`src/rtl/lc3_mem_pkg.sv`:
```
// Shared types for the LC3 memory-access sequencer: command and state encodings,
// plus the default timeout budget.
package lc3_mem_pkg;

    typedef enum logic [1:0] {
        MOP_LD  = 2'd0,
        MOP_ST  = 2'd1,
        MOP_LDI = 2'd2,
        MOP_STI = 2'd3
    } mem_op_t;

    typedef enum logic [1:0] {
        MS_IDLE = 2'd0,
        MS_PTR  = 2'd1,
        MS_ACC  = 2'd2,
        MS_FIN  = 2'd3
    } mem_state_t;

    localparam int MAX_WAIT_DEF = 15;

    function automatic logic op_is_store(input mem_op_t o);
        return (o == MOP_ST) || (o == MOP_STI);
    endfunction

    function automatic logic op_is_indirect(input mem_op_t o);
        return (o == MOP_LDI) || (o == MOP_STI);
    endfunction

endpackage

```
`src/rtl/lc3_wait_timer.sv`:
```
// Counts consecutive un-acked request cycles; expired fires in the cycle whose
// missing ack would make the count reach MAX_WAIT.
module lc3_wait_timer #(
    parameter int MAX_WAIT = 15
) (
    input  logic clk,
    input  logic reset,
    input  logic clr,
    input  logic inc,
    output logic expired
);

    localparam int CW = $clog2(MAX_WAIT + 1);

    logic [CW-1:0] cnt;

    always_ff @(posedge clk or negedge reset) begin
        if (!reset)
            cnt <= '0;
        else if (clr)
            cnt <= '0;
        else if (inc)
            cnt <= cnt + CW'(1);
    end

    // Fires combinationally so the FSM leaves on the same edge the count would hit MAX_WAIT.
    assign expired = inc && (cnt == CW'(MAX_WAIT - 1));

endmodule

```
`src/rtl/lc3_mem_seq.sv`:
```
// LC3 load/store sequencer over a req/ack memory port with indirect pointer phase
// and timeout abort. Define LC3_MEM_STATS_EN to add transfer/abort counters.
module lc3_mem_seq
    import lc3_mem_pkg::*;
#(
    parameter int DATA_W   = 16,
    parameter int ADDR_W   = 16,
    parameter int MAX_WAIT = MAX_WAIT_DEF
) (
    input  logic              clk,
    input  logic              reset,
    input  logic              start,
    input  logic [1:0]        op,
    input  logic [ADDR_W-1:0] addr_in,
    input  logic [DATA_W-1:0] wdata_in,
    output logic              busy,
    output logic              done,
    output logic              err,
    output logic [DATA_W-1:0] rdata_out,
    output logic              flag_we,
    output logic              n_flag,
    output logic              z_flag,
    output logic              p_flag,
    output logic              mem_req,
    output logic              mem_we,
    output logic [ADDR_W-1:0] mem_addr,
    output logic [DATA_W-1:0] mem_wdata,
    input  logic [DATA_W-1:0] mem_rdata,
    input  logic              mem_ack
`ifdef LC3_MEM_STATS_EN
    ,
    output logic [31:0]       acc_count,
    output logic [15:0]       timeout_count
`endif
);

    mem_state_t        state_q, state_d;
    mem_op_t           op_q;
    logic [ADDR_W-1:0] addr_q;
    logic [DATA_W-1:0] wdata_q;
    logic              err_q;
    logic              expired;
    logic              xfer;

    lc3_wait_timer #(.MAX_WAIT(MAX_WAIT)) u_timer (
        .clk     (clk),
        .reset   (reset),
        .clr     (!mem_req || mem_ack),
        .inc     (mem_req && !mem_ack),
        .expired (expired)
    );

    assign xfer = mem_req && mem_ack;

    always_ff @(posedge clk or negedge reset) begin
        if (!reset)
            state_q <= MS_IDLE;
        else
            state_q <= state_d;
    end

    always_comb begin
        state_d = state_q;
        mem_req = 1'b0;
        mem_we  = 1'b0;
        done    = 1'b0;
        err     = 1'b0;
        flag_we = 1'b0;
        case (state_q)
            MS_IDLE: begin
                if (start)
                    state_d = op_is_indirect(mem_op_t'(op)) ? MS_PTR : MS_ACC;
            end
            MS_PTR: begin
                mem_req = 1'b1;
                if (mem_ack)
                    state_d = MS_ACC;
                else if (expired)
                    state_d = MS_FIN;
            end
            MS_ACC: begin
                mem_req = 1'b1;
                mem_we  = op_is_store(op_q);
                if (mem_ack || expired)
                    state_d = MS_FIN;
            end
            MS_FIN: begin
                done    = 1'b1;
                err     = err_q;
                flag_we = !err_q && !op_is_store(op_q);
                state_d = MS_IDLE;
            end
            default: state_d = MS_IDLE;
        endcase
    end

    assign busy      = (state_q != MS_IDLE);
    assign mem_addr  = addr_q;
    assign mem_wdata = wdata_q;

    // Flags are written alongside rdata_out so they already show the new word while flag_we is high.
    always_ff @(posedge clk or negedge reset) begin
        if (!reset) begin
            op_q      <= MOP_LD;
            addr_q    <= '0;
            wdata_q   <= '0;
            err_q     <= 1'b0;
            rdata_out <= '0;
            n_flag    <= 1'b0;
            z_flag    <= 1'b1;
            p_flag    <= 1'b0;
        end else begin
            if (state_q == MS_IDLE && start) begin
                op_q    <= mem_op_t'(op);
                addr_q  <= addr_in;
                wdata_q <= wdata_in;
            end
            if (mem_req)
                err_q <= expired;
            if (state_q == MS_PTR && mem_ack)
                addr_q <= ADDR_W'(mem_rdata);
            if (state_q == MS_ACC && mem_ack && !op_is_store(op_q)) begin
                rdata_out <= mem_rdata;
                n_flag    <= mem_rdata[DATA_W-1];
                z_flag    <= (mem_rdata == '0);
                p_flag    <= !mem_rdata[DATA_W-1] && (mem_rdata != '0);
            end
        end
    end

`ifdef LC3_MEM_STATS_EN
    always_ff @(posedge clk or negedge reset) begin
        if (!reset) begin
            acc_count     <= '0;
            timeout_count <= '0;
        end else begin
            if (xfer && acc_count != '1)
                acc_count <= acc_count + 32'd1;
            if (mem_req && expired && timeout_count != '1)
                timeout_count <= timeout_count + 16'd1;
        end
    end
`endif

endmodule

```
`config.mk`:
```
export PLATFORM = sky130hd
export DESIGN_NAME = lc3_mem_seq
export DESIGN_NICKNAME = d
export VERILOG_FILES = /design/src/rtl/lc3_mem_pkg.sv /design/src/rtl/lc3_wait_timer.sv /design/src/rtl/lc3_mem_seq.sv
export SDC_FILE = /design/constraint.sdc
export NUM_CORES = 1
export LEC_CHECK = 0
export BUFFER_PORTS_ARGS = -buffer_cell sky130_fd_sc_hd__buf_2
export CELL_PAD_IN_SITES_DETAIL_PLACEMENT = 1
export CELL_PAD_IN_SITES_GLOBAL_PLACEMENT = 1
export CORE_ASPECT_RATIO = 1.5
export CORE_MARGIN = 2
export CORE_UTILIZATION = 36
export CTS_BUF_LIST = sky130_fd_sc_hd__clkbuf_16
export DETAILED_ROUTE_END_ITERATION = 6
export GPL_TIMING_DRIVEN = 0
export PLACE_DENSITY = 0.8
export RECOVER_POWER = 100
export SYNTH_ARGS = -nofsm -noshare
export SYNTH_HDL_FRONTEND = slang
export SYNTH_SLANG_ARGS = --single-unit
```
`constraint.sdc`:
```
create_clock -name clk -period 2.4 [get_ports clk]
set_input_delay 0 -clock clk [delete_from_list [all_inputs] [get_ports clk]]
set_output_delay 0 -clock clk [all_outputs]
set_load 0.005 [all_outputs]
```
After elaboration in Yosys (flattened, before gate mapping):

Cells that the tools add are included.

* input bits: 54
* output and inout bits: 57
* register bits: 60
* word-level logic and storage cells: 62

* mux-type cells: 15
* equality and inequality tests: 11
* add/subtract/negate cells: 1
* reductions and logical operators: 25

Operators by type and width (count)
* $mux W16: 2
* $logic_not A16 Y1: 1
* $reduce_bool A16 Y1: 1
* $eq A2 B2 Y1 const B: 5
* $mux W2: 5
* $logic_and A1 B1 Y1: 8
* $mux W4: 2
* $pmux W2 S4: 1
* $reduce_bool A2 Y1: 3
* $logic_not A1 Y1: 5
* $mux W1: 5
* $add A4 B1 Y4 const B: 1
* $eq A2 B1 Y1 const B: 2
* $eq A4 B4 Y1 const B: 1
* $logic_or A1 B1 Y1: 4
* $ne A2 B2 Y1 const B: 2
* $ne A3 B3 Y1 const B: 1
* $reduce_and A3 Y1: 1
* $logic_not A2 Y1: 1
* $reduce_or A2 Y1: 1

Longest topological paths before layout:

* depth after elaboration: 8
* gate-level depth with buffers: 7
* mapped depth without buffers: 5

Cells and area by module:

Synthesis repeated with hierarchy kept, for this count alone.

* cells, all modules: 202
* area total of the unflattened synthesis: 2576.2 um^2

Modules (own cells, without submodules)
* lc3_mem_seq: cells an instance 182, times used 1, area an instance 2353.5 um^2, seq. area each 1352.5 um^2
* lc3_wait_timer: cells an instance 20, times used 1, area an instance 222.7 um^2, seq. area each 100.1 um^2

Worst setup path after synthesis:

OpenSTA, ideal clock, no wires.

* path type: register to register
* start point: reg state_q[0]
* end point: reg state_q[0]
* data arrival time: 1.643 ns
* period minus slack after synthesis: 1.768 ns
* setup slack: 0.632 ns
* path buffers: 0
* stages on the path, launching flop included: 6
* library setup time: 0.125 ns
* required time: 2.275 ns
* path through: dfrtp_1 -> inv_1 -> ha_1 -> and4_1 -> o32a_1 -> mux2_4

* word-level cells in the longest chain between the ends: 8
* elaborated cells on any way between the ends: 14
* those cells by class: eq/ne: 6; mux: 2; reduce/logical: 6

Ends and longest elaborated chain
* start, declared: line lc3_mem_seq.sv:37 `mem_state_t state_q, state_d;`
* start signal, assigned: line lc3_mem_seq.sv:59 `state_q <= state_d;`
* $eq A2 B1 Y1 / $eq A2 B2 Y1 (equally long branches): line lc3_mem_seq.sv:69 `case (state_q)`
* $reduce_or A2 Y1 (no source line) (*)
* $mux W1 (*): line lc3_mem_seq.sv:69
* via mem_req: line lc3_mem_seq.sv:24 `output logic mem_req,`
* $logic_and A1 B1 Y1 (*): line lc3_mem_seq.sv:49 `.inc (mem_req && !mem_ack),`
* $logic_and A1 B1 Y1 (*): line lc3_wait_timer.sv:27 `assign expired = inc && (cnt == CW'(MAX_WAIT - 1));`
* $logic_or A1 B1 Y1: line lc3_mem_seq.sv:84 `if (mem_ack || expired)`
* $ne A2 B2 Y1 (no source line)
* $reduce_and A3 Y1 (no source line) (*)

The timed path passes the listed nets; every way through them passes the cells marked *.
A chain may end at the register's enable or synchronous reset.

Final worst setup path:

* start point: reg state_q[0]
* end point: reg addr_q[0] (netlist: mem_addr[0])

* word-level cells in the longest chain between the ends: 3
* elaborated cells on any way between the ends: 6
* those cells by class: eq/ne: 1; mux: 1; reduce/logical: 4

Ends and longest elaborated chain
* $eq A2 B1 Y1 / $logic_not A2 Y1 (equally long branches): line lc3_mem_seq.sv:120, lc3_mem_seq.sv:113
* $logic_and A1 B1 Y1, on equally long branches: line lc3_mem_seq.sv:120, lc3_mem_seq.sv:113
* $mux W16 / $reduce_bool A2 Y1 (equally long branches)
* end signal, assigned: line lc3_mem_seq.sv:115 `addr_q <= addr_in;`
* end signal, assigned: line lc3_mem_seq.sv:121 `addr_q <= ADDR_W'(mem_rdata);`
* end, declared: line lc3_mem_seq.sv:39 `logic [ADDR_W-1:0] addr_q;`

Several ways; a longest one is shown, not always the timed one.

==> summary.md <==
| Metric | Value |
|---|---|
| Die area | `0.007641 sq mm` |
| Synth-to-layout area growth | `53.95%` |
| Relative slew margins | `2.634%` |
| Final worst slack | `0.1844 ns` |
| Most frequent cells in the layout | `79 x buf_2, 57 x dfrtp_1, 46 x dlygate4sd3_1, 36 x clkbuf_1, 32 x mux2_2` |
| Worst endpoint required time | `2.60 ns` |
| Worst-Margin Slew | `1.460 ns` |
| Placer congestion estimate | `0.7750` |
| Post-synthesis sequential area ratio | `58.11%` |
| Max-slew violation count | `0` |
| NumNets Final | `424` |
| CTS tree | `yes` |
| Unrepaired setup endpoints after global routing | `no` |
| Pwr dens | `1201 mW/mm^2` |
| Yosys reg bits | `58` |
| Clock Skew | `0.007779 ns` |
| Setup crit end kind | `register` |
| Synth Area in Simple Gates | `7.608%` |
| Diodes inserted | `0` |
| Syn_area_per_cell | `12.75 sq um` |
| CP peak stage delay | `0.56 ns` |
| Root Driver | `clkbuf_16` |
| Vias after detailed routing | `2,196` |
| Critical Path Start Type | `register` |
| Grt ovf | `0` |
| Final core utilization | `56.55%` |
| R2R setup slack | `0.18 ns` |
| Final WL | `7657 um` |
| Die height | `106.1 um` |
| Final hold violations | `0` |
| Place WS | `0.4748 ns` |
| Routed Antenna Nets | `0` |
| Post-Synth Adder-Cell Area | `3.504%` |
| Row count | `37` |
| Vias in the first global route | `2,480` |
| Port buffer count | `110` |
| CP max stage cell | `dlygate4sd3_1` |
| Synthesis warning total | `0` |
| Largest family of logic cells by synthesized area | `multiplexers` |
| CP Cell Sequence | `inv_1 > ha_1 > nand2_2 > clkbuf_4 > mux2i_1 > o21ai_0 > dlygate4sd3_1` |
| I/O pins | `111` |
| CTS Buf Count | `9` |
| Post-synth EDFFs | `0` |
| Crit path time final | `2.216 ns` |
| Worst Setup Path Type | `reg2reg` |
| WHS | `0.02498 ns` |
| HP Class | `in2reg` |
| Max Buffers Root-to-Sink | `2` |
| DRC | `0` |
| Top cell type's share of synthesized area | `57.06%` |
| Asr flop ratio synth | `100.0%` |
| Area of the mapped netlist | `0.002500 sq mm` |
| Critical Path AT | `2.42 ns` |
| Setup TNS | `0 ns` |
| Clock Sink Count | `58` |
| Multiplexer share of the synthesized area | `22.27%` |
| Setup Fix Bufs, Post-CTS | `0` |
| Top cell type by total area after synthesis | `dfrtp_1` |
| Result of the run | `finished, final reports clean` |
| Setup Viol. Count Final | `0` |
| Largest net degree at the start of global routing | `59` |
| Most common cell after layout, fill and taps aside | `buf_2` |
| Per-cell routed wire length | `17.17 um` |
| # fillers | `741` |
| Post-Synth XOR/XNOR Area | `0.7007%` |
| Max-cap violation count | `0` |
| Clock slew at the register clock pins of the worst setup and hold paths | `0.05 ns` |
| Syn nets | `257` |
| Synth Area in Compound Gates | `5.005%` |
| Most used DFF post-synth | `dfrtp_1` |
| Share of post-route cells with drive strength above 1 | `35.05%` |
| Post-Syn Instances | `196` |
| Crit share post-route | `92.32%` |
| Synth unique cells | `26` |
| Area contributors post-synth | `dfrtp_1 57%, mux2_2 15%, mux2i_1 6.8%, o21ai_0 3.6%, ha_1 3.5%` |
| Initial drt markers | `95` |
| Antenna violations before repair | `0` |
| Total GRT Usage | `21.43%` |
| Crit path max fanout | `9` |
| First-pass GRT wire length | `12,140 um` |
| Vias per cell | `4.924` |
| Fmax | `451.3 MHz` |
| Die Wd | `72.04 um` |
| LEAKAGE | `1.876 nW` |
| VDD IR max | `0.5828 mV` |
| First-pass DRT Iterations | `4` |
| Core area | `0.006805 sq mm` |
| H-tree levels | `3` |
| Latest clock arrival within the worst-skew pair | `0.32 ns` |
| Overall power | `0.004623 W` |
| Initial Util | `36.73%` |
| Dpl hpwl | `4985 um` |
-- per-stage QoR --
stage | std cells | instance area, sq um
floorplan | 196 | 2500
global placement | 384 | 3148
detailed placement | 384 | 3148
CTS | 445 | 3877
global route | 446 | 3849
finish | 446 | 3849
-- report_power, final --
part           switching (W)  internal (W)  total [W]
combinational       0.000794      0.000908    0.00170
sequential          0.000272       0.00144    0.00172
clock               0.000424      0.000781    0.00121
-- synth_stat cells, types with 2 or more instances --
library cell and count:
nand2_1 20, ha_1 7, nor4_1 4, mux2_2 33
and2_1 3, nand3b_1 2, dfrtp_1 57, xnor2_1 2
mux2i_1 17, buf_2 5, o21ai_0 18, nor2_1 6
clkbuf_1 4, inv_1 6
-- critical path, delay by kind of cell, from the launching register on --
kind                     cells  cell delay [ns]
AO/OA/AOI/OAI                1             0.08
AND/OR/NAND/NOR              1             0.16
flip-flops                   1             0.43
buffers and inverters        3             0.96
adder cells (fa/ha/maj)      1             0.23
multiplexers                 1             0.23
-- repair_timing --
action,in CTS,in global routing
endpoints found under the hold margin,51,57
gates resized for setup,0,6
hold buffers,45,1
endpoints found under the setup margin,0,5
-- layout make-up --
class                   count  area, sq um  share of cell area (%)
multi-input cells         122        975.9                   25.36
flip-flops and latches     58         1453                   37.74
clock inverters             7        53.80                   1.398
repair buffers            156        970.9                   25.23
plain buffers              10        50.05                   1.300
well taps                  78        97.59                   2.536
clock buffers               9        225.2                   5.852
inverters                   6        22.52                  0.5852
-- kinds of logic after synthesis --
logic type | count (synthesis)
compound gates | 22
mux | 51
simple gates | 40
xor+xnor | 2
flops | 58
buf+inv | 16
fa+ha+maj | 7
-- routing by layer --
layer	wire [um]	GRT usage, %	part of all wire, %	up-vias
met5	0	0	0	-
met4	245	9.704	3.2	0
met3	306	5.687	4.0	18
met2	4236	38.96	55	76
met1	2869	22.47	37	1085
li1	-	-	-	1017
-- sequential cells by signal, indices dropped and copies added (netlist names) --
name         cells
z_flag           1
state_q          2
err_q            1
p_flag           1
op_q             1
u_timer.cnt      4
mem_addr        16
mem_wdata       16
rdata_out       16
-- final timing paths --
check / start / to / depth (start not counted)
setup reg to reg: state_q[0]$_DFFE_PN0P_ / mem_addr[0]$_DFFE_PN0P_ / 7
max in group asynchronous: reset / state_q[1]$_DFFE_PN0P_ / 2
hold / removal: addr_in[4] / mem_addr[4]$_DFFE_PN0P_ / 3
hold reg to reg: u_timer.cnt[0]$_DFF_PN0_ / u_timer.cnt[0]$_DFF_PN0_ / 1
setup / recovery: state_q[0]$_DFFE_PN0P_ / mem_addr[0]$_DFFE_PN0P_ / 7
min in group asynchronous: reset / mem_addr[14]$_DFFE_PN0P_ / 2
No activity file was read; power rests on OpenSTA's default activity.
